## config.mk

```make
export PLATFORM = sky130hd
export DESIGN_NAME = muldiv_unit
export DESIGN_NICKNAME = d
export VERILOG_FILES = /design/src/rtl/muldiv_pkg.sv /design/src/rtl/muldiv_div_iter.sv /design/src/rtl/muldiv_unit.sv
export SDC_FILE = /design/constraint.sdc
export NUM_CORES = 1
export LEC_CHECK = 0
export CAP_MARGIN = 15
export CORE_MARGIN = 5
export CORE_UTILIZATION = 45
export CTS_CLUSTER_SIZE = 10
export DETAILED_ROUTE_END_ITERATION = 6
export PLACE_DENSITY = 0.62
export RECOVER_POWER = 50
export SLEW_MARGIN = 20
export SYNTH_ARGS = -nofsm -noshare
export SYNTH_HDL_FRONTEND = slang
export SYNTH_SLANG_ARGS = --single-unit
```

## constraint.sdc

```tcl
create_clock -name clk -period 7.3 [get_ports clk]
set_input_delay 2.19 -clock clk [delete_from_list [all_inputs] [get_ports clk]]
set_output_delay 2.19 -clock clk [all_outputs]
set_load 0.05 [all_outputs]
```

## src/rtl/muldiv_pkg.sv

```systemverilog
// Shared definitions for the RV32M multiply/divide unit: op encodings, FSM
// states and the iteration count of the bit-serial datapaths.
package muldiv_pkg;

  typedef enum logic [2:0] {
    MD_MUL    = 3'd0,
    MD_MULH   = 3'd1,
    MD_MULHSU = 3'd2,
    MD_MULHU  = 3'd3,
    MD_DIV    = 3'd4,
    MD_DIVU   = 3'd5,
    MD_REM    = 3'd6,
    MD_REMU   = 3'd7
  } md_op_e;

  typedef enum logic [1:0] {
    ST_IDLE = 2'd0,
    ST_CALC = 2'd1,
    ST_DONE = 2'd2
  } md_state_e;

  localparam int unsigned MD_ITER_CNT = 32;
  localparam int unsigned MD_CNT_W    = $clog2(MD_ITER_CNT);

  // Multiply ops occupy the lower half of the funct3 space.
  function automatic logic md_is_mul(input logic [2:0] op);
    return ~op[2];
  endfunction

endpackage

```

## src/rtl/muldiv_div_iter.sv

```systemverilog
// Restoring divider on operand magnitudes: one quotient bit per step, MSB first.
// Exposes next-step quotient/remainder so the caller can capture the final step.
module muldiv_div_iter
  import muldiv_pkg::*;
#(
  parameter int XLEN = 32
) (
  input  logic            clk,
  input  logic            load,
  input  logic            step,
  input  logic [XLEN-1:0] dividend,
  input  logic [XLEN-1:0] divisor,
  output logic [XLEN-1:0] quot_nxt,
  output logic [XLEN-1:0] rem_nxt
);

  logic [XLEN-1:0] quot_q;
  logic [XLEN-1:0] rem_q;
  logic [XLEN-1:0] dsr_q;
  logic [XLEN:0]   shifted;
  logic [XLEN:0]   diff;

  // Dividend bits shift out of the quotient register into the remainder;
  // a borrow in diff[XLEN] means the trial subtraction is discarded.
  always_comb begin
    shifted  = {rem_q, quot_q[XLEN-1]};
    diff     = shifted - {1'b0, dsr_q};
    quot_nxt = {quot_q[XLEN-2:0], ~diff[XLEN]};
    rem_nxt  = diff[XLEN] ? shifted[XLEN-1:0] : diff[XLEN-1:0];
  end

  always_ff @(posedge clk) begin
    if (load) begin
      quot_q <= dividend;
      rem_q  <= '0;
      dsr_q  <= divisor;
    end else if (step) begin
      quot_q <= quot_nxt;
      rem_q  <= rem_nxt;
    end
  end

endmodule

```

## src/rtl/muldiv_unit.sv

```systemverilog
// RV32M multiply/divide unit: bit-serial shift-add multiply and restoring divide.
// Define MULDIV_FAST_MUL_EN to compute multiply ops with a single-cycle multiplier.
module muldiv_unit
  import muldiv_pkg::*;
#(
  parameter int XLEN       = 32,
  parameter int HART_ID_W  = 1,
  parameter int REG_ADDR_W = 5
) (
  input  logic                  clk,
  input  logic                  rst,
  input  logic                  muldiv_start,
  input  logic [2:0]            muldiv_op,
  input  logic [XLEN-1:0]       muldiv_a,
  input  logic [XLEN-1:0]       muldiv_b,
  input  logic [HART_ID_W-1:0]  muldiv_hart_id,
  input  logic [REG_ADDR_W-1:0] muldiv_rd,
  output logic                  muldiv_busy,
  output logic                  muldiv_done,
  output logic [XLEN-1:0]       muldiv_result,
  output logic [HART_ID_W-1:0]  muldiv_done_hart_id,
  output logic [REG_ADDR_W-1:0] muldiv_done_rd
);

  localparam logic [MD_CNT_W-1:0] CNT_LAST = MD_CNT_W'(MD_ITER_CNT - 1);

  function automatic logic [2*XLEN-1:0] apply_sign_wide(input logic [2*XLEN-1:0] mag,
                                                         input logic neg);
    return neg ? -mag : mag;
  endfunction

  function automatic logic [XLEN-1:0] apply_sign(input logic [XLEN-1:0] mag, input logic neg);
    return neg ? -mag : mag;
  endfunction

  md_state_e             state_q, state_d;
  logic [MD_CNT_W-1:0]   cnt_q, cnt_d;
  logic                  accept;
  logic                  last_calc;

  md_op_e                op_in;
  logic                  a_sgn, b_sgn, neg_in;
  logic signed [XLEN:0]  a_ext, b_ext, a_abs, b_abs;
  logic [XLEN-1:0]       a_mag, b_mag;

  md_op_e                op_q;
  logic [XLEN-1:0]       a_q;
  logic                  neg_q;
  logic                  div0_q;
  logic [HART_ID_W-1:0]  hart_q;
  logic [REG_ADDR_W-1:0] rd_q;

  logic [2*XLEN-1:0]     mul_full;
  logic [XLEN-1:0]       quot_nxt, rem_nxt;
  logic [XLEN-1:0]       result_d;

  assign accept      = (state_q == ST_IDLE) && muldiv_start;
  assign muldiv_busy = (state_q != ST_IDLE);
  assign muldiv_done = (state_q == ST_DONE);

  // Operand preparation: 33-bit extension per op signedness, then magnitudes.
  always_comb begin
    op_in  = md_op_e'(muldiv_op);
    a_sgn  = (op_in == MD_MULH) || (op_in == MD_MULHSU) || (op_in == MD_DIV) || (op_in == MD_REM);
    b_sgn  = (op_in == MD_MULH) || (op_in == MD_DIV) || (op_in == MD_REM);
    a_ext  = {a_sgn & muldiv_a[XLEN-1], muldiv_a};
    b_ext  = {b_sgn & muldiv_b[XLEN-1], muldiv_b};
    a_abs  = a_ext[XLEN] ? -a_ext : a_ext;
    b_abs  = b_ext[XLEN] ? -b_ext : b_ext;
    a_mag  = a_abs[XLEN-1:0];
    b_mag  = b_abs[XLEN-1:0];
    // Remainder follows the dividend sign; products and quotients the XOR.
    neg_in = ((op_in == MD_REM) || (op_in == MD_REMU)) ? a_ext[XLEN]
                                                       : (a_ext[XLEN] ^ b_ext[XLEN]);
  end

  always_ff @(posedge clk) begin
    if (accept) begin
      op_q   <= op_in;
      a_q    <= muldiv_a;
      neg_q  <= neg_in;
      div0_q <= (muldiv_b == '0);
      hart_q <= muldiv_hart_id;
      rd_q   <= muldiv_rd;
    end
  end

`ifdef MULDIV_FAST_MUL_EN
  logic signed [XLEN:0]     a_ext_q, b_ext_q;
  logic signed [2*XLEN+1:0] fast_prod;

  always_ff @(posedge clk) begin
    if (accept) begin
      a_ext_q <= a_ext;
      b_ext_q <= b_ext;
    end
  end

  always_comb begin
    fast_prod = a_ext_q * b_ext_q;
    mul_full  = fast_prod[2*XLEN-1:0];
  end

  assign last_calc = md_is_mul(op_q) || (cnt_q == CNT_LAST);
`else
  logic [XLEN-1:0] acc_hi_q, acc_lo_q, mcand_q;
  logic [XLEN-1:0] acc_hi_nxt, acc_lo_nxt;
  logic [XLEN:0]   mul_sum;

  // Shift-add: conditionally add the multiplicand into the upper half, then
  // shift the {hi, lo} pair right; lo starts out holding the multiplier.
  always_comb begin
    mul_sum    = {1'b0, acc_hi_q} + (acc_lo_q[0] ? {1'b0, mcand_q} : '0);
    acc_hi_nxt = mul_sum[XLEN:1];
    acc_lo_nxt = {mul_sum[0], acc_lo_q[XLEN-1:1]};
    mul_full   = apply_sign_wide({acc_hi_nxt, acc_lo_nxt}, neg_q);
  end

  always_ff @(posedge clk) begin
    if (accept) begin
      acc_hi_q <= '0;
      acc_lo_q <= b_mag;
      mcand_q  <= a_mag;
    end else if (state_q == ST_CALC) begin
      acc_hi_q <= acc_hi_nxt;
      acc_lo_q <= acc_lo_nxt;
    end
  end

  assign last_calc = (cnt_q == CNT_LAST);
`endif

  muldiv_div_iter #(
    .XLEN (XLEN)
  ) u_div_iter (
    .clk      (clk),
    .load     (accept),
    .step     (state_q == ST_CALC),
    .dividend (a_mag),
    .divisor  (b_mag),
    .quot_nxt (quot_nxt),
    .rem_nxt  (rem_nxt)
  );

  // Final result is formed from the last step's next values so it lands in DONE.
  always_comb begin
    result_d = '0;
    case (op_q)
      MD_MUL:                      result_d = mul_full[XLEN-1:0];
      MD_MULH, MD_MULHSU, MD_MULHU: result_d = mul_full[2*XLEN-1:XLEN];
      MD_DIV, MD_DIVU:             result_d = div0_q ? '1 : apply_sign(quot_nxt, neg_q);
      MD_REM, MD_REMU:             result_d = div0_q ? a_q : apply_sign(rem_nxt, neg_q);
      default:                     result_d = '0;
    endcase
  end

  always_comb begin
    state_d = state_q;
    cnt_d   = cnt_q;
    case (state_q)
      ST_IDLE: begin
        if (muldiv_start) begin
          state_d = ST_CALC;
          cnt_d   = '0;
        end
      end
      ST_CALC: begin
        if (last_calc) state_d = ST_DONE;
        else           cnt_d   = cnt_q + 1'b1;
      end
      ST_DONE: state_d = ST_IDLE;
      default: state_d = ST_IDLE;
    endcase
  end

  always_ff @(posedge clk or posedge rst) begin
    if (rst) begin
      state_q <= ST_IDLE;
      cnt_q   <= '0;
    end else begin
      state_q <= state_d;
      cnt_q   <= cnt_d;
    end
  end

  always_ff @(posedge clk or posedge rst) begin
    if (rst) begin
      muldiv_result       <= '0;
      muldiv_done_hart_id <= '0;
      muldiv_done_rd      <= '0;
    end else if ((state_q == ST_CALC) && last_calc) begin
      muldiv_result       <= result_d;
      muldiv_done_hart_id <= hart_q;
      muldiv_done_rd      <= rd_q;
    end
  end

endmodule

```

## Yosys cells after proc, flatten, opt, wreduce, memory -nomap -nowiden

Cells that the tools add are included.

| storage, ports and cells | value |
|---|---|
| logic and storage cells | 87 |
| bits in registers | 280 |
| output and inout port bits | 40 |

| operators by class | value |
|---|---|
| add/sub/neg operators | 8 |
| equality and inequality tests | 18 |
| bitwise logic cells | 4 |
| reductions and logical operators | 19 |
| muxes and demuxes | 21 |

Operators with widths:

| cell | count |
|---|---|
| $mux W32 | 12 |
| $neg A32 Y32 | 4 |
| $pmux W32 S4 | 1 |
| $mux W64 | 1 |
| $neg A64 Y64 | 1 |
| $add A32 B32 Y33 | 1 |
| $sub A33 B32 Y33 | 1 |
| $logic_not A32 Y1 | 1 |
| $eq A3 B3 Y1 const B | 7 |
| $mux W5 | 2 |
| $pmux W5 S2 | 1 |
| $eq A3 B2 Y1 const B | 3 |
| $eq A3 B1 Y1 const B | 2 |
| $logic_or A1 B1 Y1 | 6 |
| $ne A2 B2 Y1 const B | 3 |
| $reduce_bool A2 Y1 | 3 |
| $add A5 B1 Y5 const B | 1 |
| $eq A5 B5 Y1 const B | 1 |
| $mux W2 | 2 |
| $pmux W2 S2 | 1 |
| $reduce_or A2 Y1 | 2 |
| $logic_not A3 Y1 | 1 |
| $reduce_and A3 Y1 | 1 |
| $reduce_or A3 Y1 | 1 |
| 9 further kinds | 11 |

## Longest topological paths before layout

| logic depth | value |
|---|---|
| depth after elaboration | 7 |
| depth in mapped cells | 25 |
| mapped depth without buffers | 22 |

## By module

Synthesis repeated with hierarchy kept, for this count alone.

| second synthesis, totals | value |
|---|---|
| cells, all modules | 2241 |
| area total of the unflattened synthesis | 19887.8 um^2 |

By module, submodules not included:

| module | times used | seq. area each (um^2) | cells each | area each (um^2) |
|---|---|---|---|---|
| muldiv_unit | 1 | 4949.7 | 1586 | 13810.7 |
| muldiv_div_iter | 1 | 2562.5 | 655 | 6077.1 |

## Worst setup path after synthesis

No wires, ideal clock.

| timing | value |
|---|---|
| kind | input-to-reg |
| start point | in muldiv_start |
| end point | reg acc_hi_q[16] |
| arrival time | 6471 ps |
| path slack | 517 ps |
| stages | 6 |
| setup time | 312 ps |
| required time | 6988 ps |
| cells stage by stage | inv_1 > nor2_1 > clkbuf_1 > clkbuf_1 > buf_1 > o22ai_1 |

| on the way | value |
|---|---|
| word-level cells in the longest chain between the ends | 1 |

Ends and longest elaborated chain:

| item | RTL line | source |
|---|---|---|
| start: declaration | muldiv_unit.sv:12 | `input logic muldiv_start,` |
| $logic_and A1 B1 Y1 | muldiv_unit.sv:57 | `assign accept = (state_q == ST_IDLE) && muldiv_start;` |
| net accept | muldiv_unit.sv:38 | `logic accept;` |
| end signal: assignment | muldiv_unit.sv:125 | `acc_hi_q <= acc_hi_nxt;` |
| end: declaration | muldiv_unit.sv:106 | `logic [XLEN-1:0] acc_hi_q, acc_lo_q, mcand_q;` |

The timed path passes the listed nets, and every way through them passes these cells.
A chain may end at the register's enable or synchronous reset.

## Worst setup path after layout

| timing | value |
|---|---|
| start point | reg state_q[0] |
| end point | reg muldiv_result[18] |

| on the way | value |
|---|---|
| word-level cells in the longest chain between the ends | 2 |

Ends and longest elaborated chain:

| item | RTL line | source |
|---|---|---|
| start: declaration | muldiv_unit.sv:36 | `md_state_e state_q, state_d;` |
| start signal: assignment | muldiv_unit.sv:181 | `state_q <= state_d;` |
| $eq A2 B1 Y1 | muldiv_unit.sv:191 | `end else if ((state_q == ST_CALC) && last_calc) begin` |
| $logic_and A1 B1 Y1 | muldiv_unit.sv:191 |  |
| end signal: assignment | muldiv_unit.sv:192 | `muldiv_result <= result_d;` |
| end: declaration | muldiv_unit.sv:20 | `output logic [XLEN-1:0] muldiv_result,` |

Every way passes these cells.

==> summary.md <==
| Metric | Value |
|---|---|
| CTS H-tree lvls | 2 |
| Minimum hold slack | 0.444 ns |
| HP Class | flip-flop to flip-flop |
| Clock Latency Late Sink | 0.55 ns |
| Post-synth EDFFs | 170 |
| Worst path bufs/invs | 3 |
| Max Root-Sink Buffers | 3 |
| Sequential element share of the synthesized area | 0.366 |
| Worst flop-to-flop path startpoint | state_q[0] |
| Actual transition at the worst max-transition pin | 2.72 ns |
| Critical Path Max Stage Delay | 2.03 ns |
| Power after layout | 11,900 uW |
| Most common cell after layout, fill and taps aside | nand2_1 |
| Synthesized cell area | 20,600 um^2 |
| Fraction of layout cells with a size suffix above 1 | 0.0829 |
| Synth warn | 0 |
| Final count of hold timing violations | 0 |
| Rel. slew slack | -0.815 |
| Final setup viols | 0 |
| Starting density of the core | 0.454 |
| Clock slew at reported path FFs | 0.06 ns |
| Final #Nets | 2,500 |
| Crit-path slowest cell | nor2b_1 |
| Synth cell types | 110 |
| Seq. cell area | 7510 um^2 |
| Failing checks | max-capacitance violations, max-slew violations |
| Vert. Die Dim | 224 um |
| Initial antenna violation count | 0 |
| WL final | 69,300 um |
| Syn Inst Count | 2,291 |
| CP arrival | 6.47 ns |
| Worst-path fanout max | 41 |
| Outcome | finished, violations left |
| Crit. Startpoint | state_q[0] |
| Leak pwr | 0.00852 uW |
| # fillers | 4,317 |
| Drt first pass iters | 6 |
| Die ar. | 50,000 um^2 |
| CTS buffer count | 36 |
| Postcts setup bufs | 0 |
| Reg2Reg Depth | 8 |
| Clk root buf | clkbuf_16 |
| R2R setup slack | 1.26 ns |
| Wire per inst | 23.3 um |
| Power Dens Cells | 514 nW/um^2 |
| Syn nets | 2,440 |
| Fmax | 165 MHz |
| Cell count along the critical path | 8 |
| Clk_skew | 0.0292 ns |
| Post-route antenna net violation count | 0 |
| Commonest non-fill, non-tap cells in the layout | 258 x nand2_1, 186 x o21ai_0, 170 x edfxtp_1 |
| Via count | 18,500 |
| Maximum vdd ir drop | 306 uV |
| Tmin final | 6.04 ns |
| Final GP Congestion | 0.978 |
| Area occupied by multi-input gates | 12,300 um^2 |
| Post-DP HPWL | 52,800 um |
| Area grow syn2layout | 13.1% |
| TNS Setup | 0 ns |
| Ys async rst share | 0.161 |
| Vias in the first global route | 17,800 |
| Die width | 224 um |
| Post-CTS Resized | 0 |
| CTS tree | built |
| Max-Cap Viols | 6 |
| Final Cycle Share | 0.828 |
| Top FF cell, synth | edfxtp_1 |
| CP Class | flip-flop to flip-flop |
| Slew Viols, Final | 213 |
| Grt total ovfl | 0 |
| Largest net degree at the start of global routing | 164 |
| CP top delay family | buffers and inverters |
| Cts hold-fix bufs | 0 |
| Flops & latches, synth | 279 |
| DR DRC count | 0 |
| Vias per cell | 6.22 |
| Core Area | 45,300 um^2 |
| Critical path cell sequence | nor2b_1 > nand2_1 > clkbuf_1 > inv_1 > clkbuf_1 > o211ai_1 > a21oi_1 > a21oi_1 |
| Crit path to | muldiv_result[18] |
| DRT iter0 DRCs | 1,938 |
| RSZ-0062 raised after global routing | false |
| R2r endpoint | muldiv_result[18] |
| Syn Area/Cell | 8.97 um^2 |
| CP startpoint kind | flip-flop |
| Global-route wire length before repair | 105,000 um |
| CP Capture Type | flip-flop |
| # diodes | 0 |
| I/O pin total | 116 |
| # rows | 78 |
| GRT Total Usage | 0.267 |
| PortBufs | 115 |
| CTS sink count | 279 |
| CP Data Required Time | 7.72 ns |
## how the worst min path moves through the flow
stage | end | depth (start not counted) | from
global route | muldiv_done_rd[1] | 2 | rd_q[1]
finish | muldiv_done_rd[1] | 2 | rd_q[1]
floorplan | muldiv_done_hart_id | 2 | hart_q
CTS | muldiv_done_rd[1] | 2 | rd_q[1]
global placement | muldiv_done_rd[2] | 2 | rd_q[2]
detailed placement | muldiv_done_rd[1] | 2 | rd_q[1]
## registers in the layout, summed over array words and instances (netlist names), 2 cells and up
signal and count:
a_q 32, acc_hi_q 32, acc_lo_q 32, muldiv_result 32, u_div_iter.dsr_q 32, u_div_iter.quot_q 32
u_div_iter.rem_q 32, mcand_q 31, cnt_q 5, muldiv_done_rd 5, rd_q 5, op_q 3
state_q 2
## metal layers
metal	up-vias	wire length [um]	global-route usage
met5	-	0	0
met4	0	2190	0.0846
met3	112	4910	0.0343
met2	711	31500	0.426
met1	9039	30700	0.380
li1	8664	-	-
## area by class of cell
type / count / share of cell area
Multi-Input combinational cell: 1820 / 0.529
Sequential cell: 279 / 0.323
Timing Repair Buffer: 138 / 0.0565
Clock buffer: 59 / 0.0460
Tap cell: 600 / 0.0323
Inverter: 76 / 0.0123
Clock inverter: 5 / 0.00102
## worst register-to-register path: cells and delay by family (launching register included)
| kind | cells | cell delay, ns |
|---|---|---|
| flip-flops | 1 | 0.39 |
| buffers and inverters | 3 | 2.72 |
| AO/OA/AOI/OAI | 3 | 0.67 |
| AND/OR/NAND/NOR | 2 | 2.15 |
## cells by family (layout without fill, tap and decap cells)
logic type | count (synthesis) | count (layout) | share of synthesized area
xor gates and xnor gates | 195 | 195 | 0.0831
muxes | 102 | 102 | 0.0537
and+or+nand+nor | 763 | 763 | 0.189
adders and majority gates | 73 | 73 | 0.0452
AOI/OAI and AO/OA | 687 | 687 | 0.226
buffers and inverters | 192 | 278 | 0.0376
DFF | 279 | 279 | 0.366
## report_power, final
group / switching [uW] / internal (uW) / total [uW]
logic: 4590 / 2570 / 7160
clock network: 688 / 995 / 1680
registers: 675 / 2420 / 3100
## synthesized netlist by cell type, types with 19 or more instances
cell type	instances	area, um^2
nor3_1	50	250
mux2_2	66	743
dfrtp_1	45	1130
a21o_1	24	180
o22ai_1	23	144
or3_1	27	169
mux2i_1	36	360
nor4_1	24	150
ha_1	71	888
o31ai_1	39	293
o211ai_1	27	203
nor2_1	158	593
o21ai_0	186	931
a31oi_1	19	119
a21oi_1	133	666
xor2_1	72	631
xnor2_1	123	1080
or4_1	21	158
nand3_1	34	170
nand4_1	22	138
inv_1	76	285
a211oi_1	26	195
clkbuf_1	81	304
and2_1	48	300
dfxtp_1	64	1280
edfxtp_1	170	5100
nand2_1	258	968
nand2b_1	28	175
## per-stage QoR
stage | std cells | instance area, um^2 | setup slack (ns) | util
4_1_cts | 2977 | 23300 | 1.44 | 0.514
6_report | 2977 | 23200 | 1.26 | 0.513
5_1_grt | 2977 | 23200 | 0.958 | 0.513
3_3_place_gp | 2913 | 22200 | 1.41 | 0.490
2_1_floorplan | 2291 | 20600 | 0.517 | -
3_5_place_dp | 2913 | 22200 | 1.36 | 0.490
Power figures use the tool's default switching activity.
